--- src/rtl/alp_cmd_sequencer.sv ---
// alp_cmd_sequencer
// Initiator side of the arithmetic logic processor Controller interface.
// Takes one operation (opcode + two operands) over a valid/ready handshake,
// issues CLR / LOAD(a) / LOAD(b) / COMP to the Controller, waits for done
// (bounded by a timeout), captures R0/R1 and presents them on a valid/ready
// result port. Every control output comes straight from a flop.

module alp_cmd_sequencer #(
    parameter int         W       = 4,
    parameter logic [2:0] OP_DIV  = 3'b001,
    parameter int         TMO_CYC = 64
) (
    input  logic         clk,
    input  logic         rst_n,
    // command port
    input  logic         cmd_valid,
    output logic         cmd_ready,
    input  logic [2:0]   cmd_op,
    input  logic [W-1:0] cmd_a,
    input  logic [W-1:0] cmd_b,
    // Controller / datapath side
    output logic [W-1:0] Datain,
    output logic         LOAD,
    output logic         CLR,
    output logic         COMP,
    output logic [2:0]   OP,
    input  logic         done,
    input  logic [W-1:0] R0in,
    input  logic [W-1:0] R1in,
    // result port
    output logic         res_valid,
    input  logic         res_ready,
    output logic [W-1:0] res_r0,
    output logic [W-1:0] res_r1,
    output logic         res_err,
    output logic         busy
);

    // Counter holds the number of cycles elapsed since the COMP pulse.
    localparam int             CW      = $clog2(TMO_CYC) + 1;
    localparam logic [CW-1:0]  CNT_EXP = CW'(TMO_CYC - 1);
    localparam logic [CW-1:0]  CNT_MAX = '1;

    typedef enum logic [2:0] {
        S_IDLE,
        S_CLEAR,
        S_LOADA,
        S_LOADB,
        S_EXEC,
        S_WAIT,
        S_RESULT
    } state_t;

    state_t        state_reg;
    state_t        state_next;
    logic [2:0]    op_reg;
    logic [2:0]    op_next;
    logic [W-1:0]  a_reg;
    logic [W-1:0]  a_next;
    logic [W-1:0]  b_reg;
    logic [W-1:0]  b_next;
    logic [CW-1:0] cnt_reg;
    logic [CW-1:0] cnt_next;

    // Next values of the registered outputs
    logic [W-1:0]  datain_next;
    logic [2:0]    op_out_next;
    logic [W-1:0]  r0_next;
    logic [W-1:0]  r1_next;
    logic          err_next;

    logic          div_by_zero;

    assign div_by_zero = (op_reg == OP_DIV) && (b_reg == '0);

    // State and operand registers; reset aborts any operation in flight
    always_ff @(posedge clk or negedge rst_n) begin
        if (!rst_n) begin
            state_reg <= S_IDLE;
            op_reg    <= '0;
            a_reg     <= '0;
            b_reg     <= '0;
            cnt_reg   <= '0;
        end else begin
            state_reg <= state_next;
            op_reg    <= op_next;
            a_reg     <= a_next;
            b_reg     <= b_next;
            cnt_reg   <= cnt_next;
        end
    end

    // Next-state logic plus next values for operands, counter and result
    always_comb begin
        state_next  = state_reg;
        op_next     = op_reg;
        a_next      = a_reg;
        b_next      = b_reg;
        cnt_next    = cnt_reg;
        r0_next     = res_r0;
        r1_next     = res_r1;
        err_next    = res_err;

        case (state_reg)
            S_IDLE: begin
                if (cmd_valid && cmd_ready) begin
                    op_next    = cmd_op;
                    a_next     = cmd_a;
                    b_next     = cmd_b;
                    state_next = S_CLEAR;
                end
            end
            S_CLEAR: begin
                state_next = S_LOADA;
            end
            S_LOADA: begin
                state_next = S_LOADB;
            end
            S_LOADB: begin
                if (div_by_zero) begin
                    // Skip the computation entirely; report error with zeroed data
                    err_next   = 1'b1;
                    r0_next    = '0;
                    r1_next    = '0;
                    state_next = S_RESULT;
                end else begin
                    cnt_next   = '0;
                    state_next = S_EXEC;
                end
            end
            S_EXEC: begin
                // COMP cycle itself counts as the first elapsed cycle
                cnt_next   = cnt_reg + CW'(1);
                state_next = S_WAIT;
            end
            S_WAIT: begin
                if (done) begin
                    // done beats a coincident timeout
                    r0_next    = R0in;
                    r1_next    = R1in;
                    err_next   = 1'b0;
                    state_next = S_RESULT;
                end else if (cnt_reg == CNT_EXP) begin
                    r0_next    = '0;
                    r1_next    = '0;
                    err_next   = 1'b1;
                    state_next = S_RESULT;
                end else if (cnt_reg != CNT_MAX) begin
                    cnt_next = cnt_reg + CW'(1);
                end
            end
            S_RESULT: begin
                if (res_valid && res_ready) begin
                    state_next = S_IDLE;
                end
            end
            default: begin
                state_next = S_IDLE;
            end
        endcase
    end

    // Datain and OP only move when the load states are entered
    always_comb begin
        datain_next = Datain;
        op_out_next = OP;
        if (state_next == S_LOADA && state_reg != S_LOADA) begin
            datain_next = a_reg;
            op_out_next = op_reg;
        end else if (state_next == S_LOADB && state_reg != S_LOADB) begin
            datain_next = b_reg;
        end
    end

    // Output registers, decoded from the state being entered so they align with it
    always_ff @(posedge clk or negedge rst_n) begin
        if (!rst_n) begin
            cmd_ready <= 1'b1;
            busy      <= 1'b0;
            CLR       <= 1'b0;
            LOAD      <= 1'b0;
            COMP      <= 1'b0;
            Datain    <= '0;
            OP        <= '0;
            res_valid <= 1'b0;
            res_r0    <= '0;
            res_r1    <= '0;
            res_err   <= 1'b0;
        end else begin
            cmd_ready <= (state_next == S_IDLE);
            busy      <= (state_next != S_IDLE);
            CLR       <= (state_next == S_CLEAR);
            LOAD      <= (state_next == S_LOADA) || (state_next == S_LOADB);
            COMP      <= (state_next == S_EXEC);
            Datain    <= datain_next;
            OP        <= op_out_next;
            res_valid <= (state_next == S_RESULT);
            res_r0    <= r0_next;
            res_r1    <= r1_next;
            res_err   <= err_next;
        end
    end

endmodule
--- config.mk ---
export PLATFORM = sky130hd
export DESIGN_NAME = alp_cmd_sequencer
export DESIGN_NICKNAME = d
export VERILOG_FILES = /design/src/rtl/alp_cmd_sequencer.sv
export SDC_FILE = /design/constraint.sdc
export NUM_CORES = 1
export LEC_CHECK = 0
export BUFFER_PORTS_ARGS = -buffer_cell sky130_fd_sc_hd__clkbuf_2
export CAP_MARGIN = 10
export CORE_MARGIN = 3
export CORE_UTILIZATION = 40
export DETAILED_ROUTE_END_ITERATION = 7
export HOLD_SLACK_MARGIN = 0.12
export PLACE_DENSITY_LB_ADDON = 0.08
export SLEW_MARGIN = 25
export SYNTH_ARGS = -nofsm -noshare
export SYNTH_HDL_FRONTEND = slang
export SYNTH_SLANG_ARGS = --single-unit
export TNS_END_PERCENT = 1
--- constraint.sdc ---
create_clock -name clk -period 5 [get_ports clk]
set_input_delay 0.5 -clock clk [delete_from_list [all_inputs] [get_ports clk]]
set_output_delay 0.5 -clock clk [all_outputs]
set_load 0.05 [all_outputs]
==> impl_table.tex <==
\begin{tabular}{lr}
\hline
Metric & Value \\
\hline
\multicolumn{2}{l}{\textbf{Critical path}} \\
\quad Cell family contributing the most delay on the critical path & compound AO/OA/AOI/OAI gates \\
\quad Setup CP Type & reg -> reg \\
\quad Crit path max-delay cell type & a31oi\_1 \\
\quad Launching element type of the critical path & flop \\
\quad Critical path cell sequence & ha\_1 -> and3\_1 -> a41o\_1 -> a31oi\_1 -> o21ai\_0 \\
\quad Data required time of the critical path & 5130 ps \\
\quad Endpoint class of the critical path & flop \\
\quad Max Fanout on Critical Path & 11 \\
\quad Number of buffer and inverter instances along the worst setup path & 0 \\
\quad CP max stage delay & between 700 and 800 ps \\
\quad CP Data Arrival Time & $\sim$2300 ps \\
\multicolumn{2}{l}{\textbf{Timing}} \\
\quad Tcrit/Tclk final & 0.432 \\
\quad Actual slew at the worst max-slew pin & 867 ps \\
\quad RSZ-0062 raised after global routing & no \\
\quad Setup violations, final & 0 \\
\quad Maximum achievable frequency & between 400 and 500 MHz \\
\quad Post-Route Setup TNS & 0 ps \\
\quad Period minus WS final & between 2000 and 2500 ps \\
\quad Number of hold violations in the final report & 0 \\
\quad Final Skew & between 6 and 7 ps \\
\quad Slew Viols, Final & 0 \\
\quad Remaining max-slew budget at the tightest pin & 0.419 \\
\multicolumn{2}{l}{\textbf{Route}} \\
\quad Mean routed wirelength per cell & 14.5 um \\
\quad Antenna Nets Post-Route & 0 \\
\quad Vias post-DR & 1,272 \\
\quad Initial drt markers & 43 \\
\quad First drt pass iteration count & 4 \\
\quad Average via count per standard cell & between 5 and 6 \\
\quad Total Routed Length & between 3000 and 4000 um \\
\quad Number of remaining DRC errors & 0 \\
\multicolumn{2}{l}{\textbf{Floorplanning}} \\
\quad Floorplan core area & about 4200 um\^{}2 \\
\quad Initial Utilization & 0.435 \\
\quad Die width & 73.3 um \\
\quad Vertical die dimension & around 73 um \\
\quad Total number of placement rows & 23 \\
\quad I/O Pins & 46 \\
\quad DIE AREA & 5380 um\^{}2 \\
\multicolumn{2}{l}{\textbf{Clock tree}} \\
\quad Number of sinks on the clock net & between 40 and 50 \\
\quad Clock tree from TritonCTS & built \\
\quad Post CTS Setup Buffer Count & 0 \\
\quad Max clock buf depth & 2 \\
\quad Hold buffers post-CTS & 0 \\
\quad Total CTS buffers & 5 \\
\quad Buffer cell driving the clock tree root & clkbuf\_8 \\
\quad \# H-tree levels & 2 \\
\quad Clock latency on the worst-skew pair & $\sim$290 ps \\
\quad Clock Pin Slew Worst Setup and Hold Paths & 80 ps \\
\quad Post-cts gate resize count & 0 \\
\multicolumn{2}{l}{\textbf{Global route}} \\
\quad Via count of the first global-routing pass & roughly 1,300 \\
\quad GRT Total Usage & 0.143 \\
\quad Remaining global-route overflow & 0 \\
\quad Initial antenna violation count & 0 \\
\quad Maximum number of pins on one net before global-route repair & 44 \\
\quad First-pass GRT wire length & 5890 um \\
\multicolumn{2}{l}{\textbf{Final layout}} \\
\quad Antenna Cells & 0 \\
\quad Final instance area & roughly 2200 um\^{}2 \\
\quad Leading cell type in the layout, fill and taps excluded & clkbuf\_2 \\
\quad Flip-flop count of the largest register after layout & 7 \\
\quad Util after Layout & 0.516 \\
\quad Leading cell types in the layout, fill and taps excluded & clkbuf\_2 (44), dfrtp\_1 (42), mux2\_2 (9), a22o\_1 (9) \\
\quad Share of layout cells above drive strength 1 & 0.360 \\
\quad Growth of design area from synthesis to finish & 18.6\% \\
\quad Nets@finish & 210 \\
\multicolumn{2}{l}{\textbf{Power}} \\
\quad Max rail drop VDD & between 300 and 400 uV \\
\quad P\_leak & about 1.1 nW \\
\quad PD cells & just over 700 nW/um\^{}2 \\
\multicolumn{2}{l}{\textbf{Outcome}} \\
\quad Result of the run & finished clean \\
\multicolumn{2}{l}{\textbf{Placement}} \\
\quad Cell area after placement & 2060 um\^{}2 \\
\quad GP Congestion & just over 0.7 \\
\quad IO buf count & 45 \\
\quad Detailed placer's ending HPWL & approximately 2500 um \\
\multicolumn{2}{l}{\textbf{Run}} \\
\quad Max-capacitance violation count & 0 \\
\multicolumn{2}{l}{\textbf{Yosys}} \\
\quad EDFF count, synth & 0 \\
\quad Net count after synthesis & approximately 170 \\
\quad Most area-hungry cell type in the Yosys netlist & dfrtp\_1 \\
\quad Netlist Area Pre-Place & between 1500 and 2000 um\^{}2 \\
\quad Yosys warning total & 0 \\
\quad Syn avg cell area & between 10 and 15 um\^{}2 \\
\quad Sequential fraction of the synthesis area & 0.594 \\
\quad Flops \& latches, synth & 43 \\
\quad Top post-synthesis cells by area & dfrtp\_1 (58\%), mux2\_2 (5.6\%), a22o\_1 (4.3\%) \\
\quad Top-area cell type share of the netlist area & 0.579 \\
\quad Ys flop type & dfrtp\_1 \\
\quad Number of library cell types mapped by synthesis & 35 \\
\quad Proportion of synthesized flip-flops having asynchronous set or reset & 1.00 \\
\quad Gate count after technology mapping & 140 \\
\multicolumn{2}{l}{\textbf{Min path}} \\
\quad Class of the worst hold path & in -> async \\
\hline
\end{tabular}
==> final cells by class <==
cell class | instances | area (um^2)
flip-flops and latches | 43 | 1080
repair buffers | 45 | 228
fillers | 389 | 2020
inverters | 5 | 18.8
clock buffers | 7 | 86.3
well taps | 50 | 62.6
multi-input cells | 85 | 674
clock inverters | 1 | 5.00
==> final timing paths <==
path                                              from               endpoint  slack (ps)  cells after the start
worst max-delay path            cnt_reg[0]$_DFFE_PN0P_    res_valid$_DFF_PN0_        2840                      5
worst min-delay path                             rst_n   b_reg[3]$_DFFE_PN0P_         170                      1
worst max register to register  cnt_reg[0]$_DFFE_PN0P_    res_valid$_DFF_PN0_        2840                      5
worst min register to register   res_r0[3]$_DFFE_PN0P_  res_r0[3]$_DFFE_PN0P_         510                      1
max in group asynchronous                        rst_n      OP[2]$_DFFE_PN0P_        4460                      1
min in group clk                               R0in[1]  res_r0[1]$_DFFE_PN0P_         410                      2
==> per-stage QoR <==
stage	setup slack [ps]	instances	power [mW]	hold slack (ps)
floorplan	3410	140	1.18	204
global placement	2910	228	1.32	486
detailed placement	2790	228	1.34	493
CTS	2790	236	1.56	407
global route	2660	236	1.65	211
finish	2840	236	1.55	173
==> synth_stat cells (5+ instances only) <==
cell	n
dfrtp_1	42
a22o_1	9
mux2_2	9
nand2_1	8
o22a_1	8
mux2_1	6
a21oi_1	5
buf_2	5
inv_1	5
nor3b_1	5
==> cell families after synthesis <==
family                   Yosys count  synth area share
AO/OA/AOI/OAI                     35             0.152
XOR/XNOR                           1           0.00483
adder cells (fa/ha/maj)            1           0.00690
buffers and inverters             12            0.0345
flip-flops                        43             0.594
multiplexers                      18             0.110
AND/OR/NAND/NOR                   30            0.0979
==> power by group <==
part | leakage, nW | total [mW] | internal (mW) | switching, mW
registers | 0.536 | 0.628 | 0.499 | 0.129
clock network | 0.0482 | 0.224 | 0.111 | 0.112
logic | 0.481 | 0.694 | 0.243 | 0.451
==> routing by layer <==
metal | vias to the layer above | share of wire | GRT usage
li1 | 602 | - | -
met1 | 633 | 0.46 | 0.183
met2 | 32 | 0.46 | 0.224
met3 | 5 | 0.062 | 0.0506
met4 | 0 | 0.015 | 0.0483
met5 | - | 0 | 0
Power figures use the tool's default switching activity.
